<file path="config.mk">
export PLATFORM = sky130hd
export DESIGN_NAME = uart_rx_os
export DESIGN_NICKNAME = d
export VERILOG_FILES = /design/src/rtl/uart_pkg.sv /design/src/rtl/uart_baud_gen.sv /design/src/rtl/uart_rx_os.sv
export SDC_FILE = /design/constraint.sdc
export NUM_CORES = 1
export LEC_CHECK = 0
export BUFFER_PORTS_ARGS = -buffer_cell sky130_fd_sc_hd__clkbuf_2
export CORE_MARGIN = 1
export CORE_UTILIZATION = 65
export CTS_BUF_LIST = sky130_fd_sc_hd__clkbuf_8
export DETAILED_ROUTE_END_ITERATION = 10
export PLACE_DENSITY = 0.86
export SYNTH_ARGS = -nofsm -noshare
export SYNTH_HDL_FRONTEND = slang
export SYNTH_SLANG_ARGS = --single-unit
export TNS_END_PERCENT = 10
</file>
<file path="constraint.sdc">
create_clock -name clk -period 4.06 [get_ports clk]
set_input_delay 0.812 -clock clk [delete_from_list [all_inputs] [get_ports clk]]
set_output_delay 0.812 -clock clk [all_outputs]
set_load 0.05 [all_outputs]
</file>
<file path="src/rtl/uart_pkg.sv">
// Shared types and helpers for the oversampling UART receive/transmit path.
package uart_pkg;

    typedef enum logic [2:0] {
        IDLE,
        START,
        DATA,
        PARITY,
        STOP,
        BREAK
    } state_t;

    localparam int unsigned MAX_DATA_BITS = 9;

    function automatic int unsigned tick_div(
        input int unsigned sys_clock,
        input int unsigned baud_rate,
        input int unsigned oversample
    );
        return sys_clock / (baud_rate * oversample);
    endfunction

    // High when data word plus received parity bit disagree with the selected parity
    function automatic logic parity_bad(
        input logic [MAX_DATA_BITS-1:0] word,
        input logic                     par_bit,
        input logic                     odd
    );
        return (^word) ^ par_bit ^ odd;
    endfunction

endpackage

</file>
<file path="src/rtl/uart_baud_gen.sv">
// Prescaler producing a one-cycle os_tick at OVERSAMPLE times the line rate.
module uart_baud_gen
    import uart_pkg::*;
#(
    parameter int unsigned SYS_CLOCK  = 1000000,
    parameter int unsigned BAUD_RATE  = 9600,
    parameter int unsigned OVERSAMPLE = 16
) (
    input  logic clk,
    input  logic reset,
    output logic os_tick
);

    localparam int unsigned TICK_DIV = tick_div(SYS_CLOCK, BAUD_RATE, OVERSAMPLE);
    localparam int unsigned CNT_W    = (TICK_DIV > 1) ? $clog2(TICK_DIV) : 1;

    if (TICK_DIV < 1) begin : g_bad_div
        $error("uart_baud_gen: SYS_CLOCK too low for BAUD_RATE*OVERSAMPLE");
    end

    logic [CNT_W-1:0] cnt;

    always_ff @(posedge clk) begin
        if (reset) begin
            cnt     <= '0;
            os_tick <= 1'b0;
        end else if (cnt == CNT_W'(TICK_DIV - 1)) begin
            cnt     <= '0;
            os_tick <= 1'b1;
        end else begin
            cnt     <= cnt + 1'b1;
            os_tick <= 1'b0;
        end
    end

endmodule

</file>
<file path="src/rtl/uart_rx_os.sv">
// Oversampling UART receiver: 5-9 data bits, optional parity, 1-2 stop bits,
// word and status held for the consumer behind a valid/ack handshake.
module uart_rx_os
    import uart_pkg::*;
#(
    parameter int unsigned SYS_CLOCK  = 1000000,
    parameter int unsigned BAUD_RATE  = 9600,
    parameter int unsigned OVERSAMPLE = 16,
    parameter int unsigned DATA_BITS  = 8,
    parameter int unsigned PARITY_EN  = 0,
    parameter int unsigned PARITY_ODD = 0,
    parameter int unsigned STOP_BITS  = 1
) (
    input  logic                 clk,
    input  logic                 reset,
    input  logic                 rx_input,
    input  logic                 data_ack,
    output logic [DATA_BITS-1:0] data_output,
    output logic                 data_valid,
    output logic                 parity_error,
    output logic                 frame_error,
    output logic                 overrun,
    output logic                 busy
);

    localparam int unsigned OS_W    = $clog2(OVERSAMPLE);
    localparam int unsigned OS_LAST = OVERSAMPLE - 1;
    localparam int unsigned OS_MID  = OVERSAMPLE / 2 - 1;

    if (OVERSAMPLE < 8 || (OVERSAMPLE % 2) != 0) begin : g_bad_os
        $error("uart_rx_os: OVERSAMPLE must be even and >= 8");
    end
    if (DATA_BITS < 5 || DATA_BITS > MAX_DATA_BITS) begin : g_bad_db
        $error("uart_rx_os: DATA_BITS must be 5..9");
    end
    if (STOP_BITS < 1 || STOP_BITS > 2) begin : g_bad_sb
        $error("uart_rx_os: STOP_BITS must be 1 or 2");
    end

    logic os_tick;

    uart_baud_gen #(
        .SYS_CLOCK (SYS_CLOCK),
        .BAUD_RATE (BAUD_RATE),
        .OVERSAMPLE(OVERSAMPLE)
    ) u_baud_gen (
        .clk    (clk),
        .reset  (reset),
        .os_tick(os_tick)
    );

    // Two-stage synchroniser; idles high like the line
    logic rx_meta;
    logic rx_sync;

    always_ff @(posedge clk) begin
        if (reset) begin
            rx_meta <= 1'b1;
            rx_sync <= 1'b1;
        end else begin
            rx_meta <= rx_input;
            rx_sync <= rx_meta;
        end
    end

    state_t               state;
    logic [OS_W-1:0]      os_cnt;
    logic [3:0]           bit_cnt;
    logic [DATA_BITS-1:0] shreg;
    logic                 perr;
    logic                 ferr;
    logic                 pub_pending;
    logic                 os_last_c;

    assign os_last_c = (os_cnt == OS_W'(OS_LAST));

    always_ff @(posedge clk) begin
        if (reset) begin
            state        <= IDLE;
            os_cnt       <= '0;
            bit_cnt      <= '0;
            shreg        <= '0;
            perr         <= 1'b0;
            ferr         <= 1'b0;
            pub_pending  <= 1'b0;
            data_output  <= '0;
            data_valid   <= 1'b0;
            parity_error <= 1'b0;
            frame_error  <= 1'b0;
            overrun      <= 1'b0;
            busy         <= 1'b0;
        end else begin
            if (data_ack && data_valid) begin
                data_valid   <= 1'b0;
                parity_error <= 1'b0;
                frame_error  <= 1'b0;
                overrun      <= 1'b0;
            end

            // Publishing overrides a coincident ack; the acked word is simply replaced
            if (pub_pending) begin
                pub_pending  <= 1'b0;
                data_output  <= shreg;
                parity_error <= perr;
                frame_error  <= ferr;
                data_valid   <= 1'b1;
                overrun      <= data_valid && !data_ack;
                state        <= ferr ? BREAK : IDLE;
                busy         <= ferr;
            end else if (os_tick) begin
                case (state)
                    IDLE: begin
                        if (!rx_sync) begin
                            state  <= START;
                            os_cnt <= '0;
                            busy   <= 1'b1;
                        end
                    end
                    START: begin
                        if (os_cnt == OS_W'(OS_MID)) begin
                            if (rx_sync) begin
                                state <= IDLE;
                                busy  <= 1'b0;
                            end else begin
                                state   <= DATA;
                                os_cnt  <= '0;
                                bit_cnt <= '0;
                                perr    <= 1'b0;
                                ferr    <= 1'b0;
                            end
                        end else begin
                            os_cnt <= os_cnt + 1'b1;
                        end
                    end
                    DATA: begin
                        if (os_last_c) begin
                            os_cnt <= '0;
                            shreg  <= {rx_sync, shreg[DATA_BITS-1:1]};
                            if (bit_cnt == 4'(DATA_BITS - 1)) begin
                                bit_cnt <= '0;
                                state   <= (PARITY_EN != 0) ? PARITY : STOP;
                            end else begin
                                bit_cnt <= bit_cnt + 1'b1;
                            end
                        end else begin
                            os_cnt <= os_cnt + 1'b1;
                        end
                    end
                    PARITY: begin
                        if (os_last_c) begin
                            os_cnt <= '0;
                            perr   <= parity_bad(MAX_DATA_BITS'(shreg), rx_sync, 1'(PARITY_ODD));
                            state  <= STOP;
                        end else begin
                            os_cnt <= os_cnt + 1'b1;
                        end
                    end
                    STOP: begin
                        if (os_last_c) begin
                            os_cnt <= '0;
                            ferr   <= ferr | ~rx_sync;
                            if (bit_cnt == 4'(STOP_BITS - 1)) begin
                                pub_pending <= 1'b1;
                            end else begin
                                bit_cnt <= bit_cnt + 1'b1;
                            end
                        end else begin
                            os_cnt <= os_cnt + 1'b1;
                        end
                    end
                    BREAK: begin
                        if (rx_sync) begin
                            state <= IDLE;
                            busy  <= 1'b0;
                        end
                    end
                    default: begin
                        state <= IDLE;
                        busy  <= 1'b0;
                    end
                endcase
            end
        end
    end

endmodule

</file>
# Word level (Yosys, flattened, before mapping)
# Index checks and enable logic that the tools add are counted.
# W data, S select, Z words.
[op_classes] reduce_logical=22 n_addsub=3 bitwise_logic=7 muxes=41 eq_ne=23
[op_table] operator="$mux W4" n=9
[op_table] operator="$mux W3" n=9
[op_table] operator="$pmux W4 S3" n=2
[op_table] operator="$ne A3 B3 Y1 const B" n=6
[op_table] operator="$pmux W3 S6" n=1
[op_table] operator="$mux W1" n=16
[op_table] operator="$reduce_and A8 Y1" n=2
[op_table] operator="$ne A2 B2 Y1 const B" n=7
[op_table] operator="$reduce_and A6 Y1" n=2
[op_table] operator="$eq A3 B3 Y1 const B" n=3
[op_table] operator="$reduce_xor A9 Y1" n=1
[op_table] operator="$add A4 B1 Y4 const B" n=2
[op_table] operator="$eq A4 B3 Y1 const B" n=2
[op_table] operator="$reduce_and A4 Y1" n=2
[op_table] operator="$reduce_bool A2 Y1" n=4
[op_table] operator="$eq A3 B2 Y1 const B" n=2
[op_table] operator="$reduce_bool A3 Y1" n=2
[op_table] operator="$not A1 Y1" n=5
[op_table] operator="$reduce_or A5 Y1" n=1
[op_table] operator="$eq A4 B4 Y1 const B" n=1
[op_table] operator="$logic_not A4 Y1" n=1
[op_table] operator="$pmux W1 S2" n=2
[op_table] operator="$pmux W1 S4" n=1
[op_table] operator="$add A3 B1 Y3 const B" n=1
[op_table] operator="other kinds (11)" n=12
[totals] reg_bits=41 elab_cells=113 input_bits=4

# Depth between registers and ports, before layout
[logic_depth] depth_word=6 mapped_depth=7 mapped_depth_nobuf=7

# Modules after synthesis
# From an unflattened synthesis, not the netlist that was laid out.
[hier_totals] hier_cells=250 hier_area_um2=2127.0
[modules_own_cells] module="uart_rx_os" n_inst=1 seq_area_each_um2=740.7 area_per_inst_um2=1975.6 cells_per_inst=235
[modules_own_cells] module="uart_baud_gen" n_inst=1 seq_area_each_um2=80.1 area_per_inst_um2=151.4 cells_per_inst=15

# Worst setup path after synthesis
# OpenSTA, ideal clock, no wires.
[synth_path] path_kind="register to register" from="reg os_cnt[0]" to="reg busy" t_arrival_ps=1497 setup_slack_ps=2440 period_less_slack_ps=1620 path_stages_with_launch=7 path_buffers=0 path_cell_list="dfxtp_1 > ha_1 > nand3b_1 > nand3_1 > nand2_1 > o31a_1 > mux2_1"
[synth_via] elab_chain_cells=3
[synth_lines] element="start: declaration" line_no="uart_rx_os.sv:67" rtl="logic [OS_W-1:0] os_cnt;"
[synth_lines] element="start signal: assignment" line_no="uart_rx_os.sv:132" rtl="os_cnt <= os_cnt + 1'b1;"
[synth_lines] element="start signal: assignment" line_no="uart_rx_os.sv:146" rtl="os_cnt <= os_cnt + 1'b1;"
[synth_lines] element="start signal: assignment" line_no="uart_rx_os.sv:155" rtl="os_cnt <= os_cnt + 1'b1;"
[synth_lines] element="$eq A4 B3 Y1" line_no="uart_rx_os.sv:120" rtl="if (os_cnt == OS_W'(OS_MID)) begin"
[synth_lines] element="$ne A3 B3 Y1 (no source line)"
[synth_lines] element="$reduce_and A4 Y1 (no source line)"
[synth_lines] element="end signal: assignment" line_no="uart_rx_os.sv:109" rtl="busy <= ferr;"
[synth_lines] element="end: declaration" line_no="uart_rx_os.sv:23" rtl="output logic busy"
# Every way passes these cells.
# A chain may end at the register's enable or synchronous reset.

# Worst setup path after layout
[layout_path] from="reg state[1]" to="reg shreg[6]"
[layout_via] elab_chain_cells=2
[layout_lines] element="start: declaration" line_no="uart_rx_os.sv:66" rtl="state_t state;"
[layout_lines] element="start signal: assignment" line_no="uart_rx_os.sv:108" rtl="state <= ferr ? BREAK : IDLE;"
[layout_lines] element="start signal: assignment" line_no="uart_rx_os.sv:141" rtl="state <= (PARITY_EN != 0) ? PARITY : STOP;"
[layout_lines] element="$eq A3 B2 Y1" line_no="uart_rx_os.sv:111" rtl="case (state)"
[layout_lines] element="$reduce_and A4 Y1 (no source line)"
[layout_lines] element="end signal: assignment" line_no="uart_rx_os.sv:138" rtl="shreg <= {rx_sync, shreg[DATA_BITS-1:1]};"
[layout_lines] element="end: declaration" line_no="uart_rx_os.sv:69" rtl="logic [DATA_BITS-1:0] shreg;"
# Every way passes these cells.

==> out/results.tsv <==
stage	metric	value	unit
grt	largest net degree at the start of global routing	39	
cts	Clock Tree Root	clkbuf_8	
grt	total gr overflow	0	
setup_path	startpoint types	flip-flop	
setup_path	RR Startpoint	state[1]	
timing	RSZ-0062 raised after global routing	no	
grt	initial antenna violation count	0	
die	core area	2850	um^2
routing	drt total wl	3.95	mm
die	Ports	17	
cts	CTS tree	built	
synthesis	Synth Instances	231	
hold_path	hold depth	1	
synthesis	Yosys reg bits	41	
setup_path	WP data arrival	2.22	ns
setup_path	Crit. End Element	flip-flop	
power_and_ir_drop	Pleak	0.913	nW
synthesis	total number of yosys warnings	0	
synthesis	Netlist cell types	48	
grt	first-pass GRT wire length	6.66	mm
cells_and_area	synthesis-to-finish area growth	7.85	%
timing	fin. max-slew vios	0	
cts	Max Buffers Root-to-Sink	2	
status	failing checks	design-rule violations	
cts	Post-CTS Setup Bufs	0	
placed_design	PortBufs	16	
die	initial core utilization	71.0	%
placed_design	Cells after DPL	265	
routing	DRC viols	1	
grt	Total Routing Usage GR	26.2	%
cts	Clk Latency, worst-skew pair	0.30	ns
timing	Slew HR	45.1	%
hold_path	Hold WC Path Type	flip-flop to flip-flop	
power_and_ir_drop	Power per Cell Area	334	nW/um^2
grt	vias in the first global route	1532	
synthesis	post-synth top area cell	dfxtp_1	
die	die height	57.8	um
synthesis	Syn Nets	240	
flow_run	total of max-cap violations	0	
synthesis	Post-synth ARST share	0	%
routing	vias	1652	
hold_path	Worst Hold Launch	rx_meta	
setup_path	crit-path max FO	22	
timing	worst-margin pin slew	0.822	ns
hold_path	Worst Hold End	rx_sync	
cells_and_area	fin cells	273	
cts	CTS H-tree lvls	2	
synthesis	most frequent cells after synthesis	dfxtp_1, nor2_1, a21oi_1, mux2i_1, nand2_1	
placed_design	DP HPWL	2.61	mm
timing	final hold vios	0	
cts	CTS Sinks	41	
routing	Routed Antenna Nets	0	
timing	final setup skew	0.0120	ns
power_and_ir_drop	Pwr Total	0.729	mW
timing	Final Cycle Share	50.7	%
timing	setup violators final	0	
power_and_ir_drop	VDD IR max	0.404	mV
setup_path	R2R setup slack	2.00	ns
synthesis	sequential area share after synthesis	40.5	%
cts	Clock transition at path regs	0.08	ns
synthesis	synth top area cells	dfxtp_1, mux2i_1, nor2_1, a21oi_1, xnor2_1	
setup_path	Setup CP Type	flip-flop to flip-flop	
cts	hold_buf cts	0	
cts	PostCTS Resize Cnt	0	
synthesis	Post-synth EDFFs	0	
cts	Num CTS Buffers	5	
synthesis	top-count cell post-synth	dfxtp_1	
synthesis	Avg Inst Size Synth	8.76	um^2
setup_path	Worst Reg-to-Reg Cells	4	
setup_path	Critical Path RT	4.22	ns
cells_and_area	n_diodes	0	
cells_and_area	ratio of cells with drive above 1 in the final layout	13.2	%
timing	post-route setup TNS	0	ns
routing	WL/cell	14.5	um
die	Die X	57.8	um
synthesis	post-synth top area share	40.5	%
die	Std-Cell Rows	19	
setup_path	FF-to-FF End	shreg[6]	
routing	vias per cell	6.05	
timing	crit path time final	2.06	ns
placed_design	Final Wtd Congestion	0.824	
synthesis	synthesized area	2020	um^2
timing	f_max	0.486	GHz
die	die area	3340	um^2
status	status	complete, but fails checks	
routing	DR iter-0 viols	123	
cells_and_area	Post-layout nets	250	
synthesis	ys flop type	dfxtp_1	
routing	TritonRoute pass-1 iters	7	
-- worst max-delay path, stage by stage (launching register included) --
cell and delay (ns):
dfxtp_1 0.78, nor3b_1 0.40, nand4_2 0.38, mux2i_1 0.29
nor2_1 0.06
-- sequential cells by signal, indices dropped and copies added, names as in the netlist --
| signal | cells |
|---|---|
| rx_meta | 1 |
| overrun | 1 |
| data_output | 8 |
| shreg | 8 |
| data_valid | 1 |
| ferr | 1 |
| u_baud_gen.cnt | 3 |
| rx_sync | 1 |
| parity_error | 1 |
| busy | 1 |
| u_baud_gen.os_tick | 1 |
| bit_cnt | 4 |
| pub_pending | 1 |
| os_cnt | 4 |
| state | 3 |
| frame_error | 1 |
| perr | 1 |
-- layout make-up --
| type | count | area [um^2] |
|---|---|---|
| fill | 219 | 669 |
| multi-input combinational | 170 | 1110 |
| clock buffer | 7 | 96.3 |
| timing repair buffer | 16 | 80.1 |
| clock inverter | 1 | 8.76 |
| sequential | 41 | 821 |
| inverter | 7 | 26.3 |
| tap | 31 | 38.8 |
-- kinds of logic (layout without fill, tap and decap cells) --
| logic type | after synthesis | count (layout) | share of synthesized area [%] |
|---|---|---|---|
| mux | 19 | 19 | 9.58 |
| xor+xnor | 9 | 9 | 3.89 |
| fa+ha+maj | 5 | 5 | 3.09 |
| simple gates | 99 | 99 | 26.3 |
| flops | 41 | 41 | 40.5 |
| compound gates | 38 | 38 | 12.1 |
| buf+inv | 20 | 31 | 4.51 |
-- metrics by stage --
stage / instance area, um^2 / hold WS (ns) / setup slack, ns / utilization (%)
floorplan: 2020 / 0.389 / 2.44 / -
global placement: 2080 / 0.392 / 1.80 / 72.9
detailed placement: 2080 / 0.408 / 1.78 / 72.9
CTS: 2180 / 0.424 / 1.99 / 76.5
global route: 2180 / 0.436 / 1.80 / 76.5
finish: 2180 / 0.418 / 2.00 / 76.5
-- worst max path at each step --
| stage | startpoint | endpoint | slack, ns | cells past startpoint |
|---|---|---|---|---|
| finish | state[1] | shreg[6] | 2.00 | 4 |
| global placement | reset | os_cnt[0] | 1.80 | 4 |
| CTS | state[1] | shreg[6] | 1.99 | 4 |
| detailed placement | reset | os_cnt[0] | 1.78 | 4 |
| floorplan | os_cnt[0] | busy | 2.44 | 6 |
| global route | state[1] | shreg[6] | 1.80 | 4 |
-- placed cells by master (no fill, tap or decap), types with 2 or more instances in the layout --
master and n:
and3b_1 2, o21ai_0 7, inv_1 7, and3_1 4, nand4_1 2, ha_1 5
clkbuf_2 16, nor2_1 29, nand2_1 14, o31a_1 2, a21oi_1 16, mux2_2 2
nand3b_1 2, clkbuf_8 7, nor4b_1 2, nand3_1 13, nand2b_1 3, nor2b_1 6
nor4_1 4, or2_2 2, o21a_1 2, a211oi_1 2, mux2i_1 16, xnor2_1 8
dfxtp_1 41, nor3_1 7
-- power by group --
| part | switching [mW] | internal, mW |
|---|---|---|
| Sequential | 0.00302 | 0.405 |
| Clock | 0.142 | 0.157 |
| Combinational | 0.0133 | 0.00759 |
-- routing by layer --
| metal | vias up | part of all wire, % | wire (um) | global-route usage [%] |
|---|---|---|---|---|
| met5 | - | 0 | 0 | 0 |
| met4 | 0 | 1.6 | 63 | 9.18 |
| met3 | 9 | 4.1 | 160 | 6.70 |
| met2 | 35 | 49 | 1920 | 46.5 |
| met1 | 775 | 46 | 1800 | 30.6 |
| li1 | 833 | - | - | - |
Power figures use the tool's default switching activity.
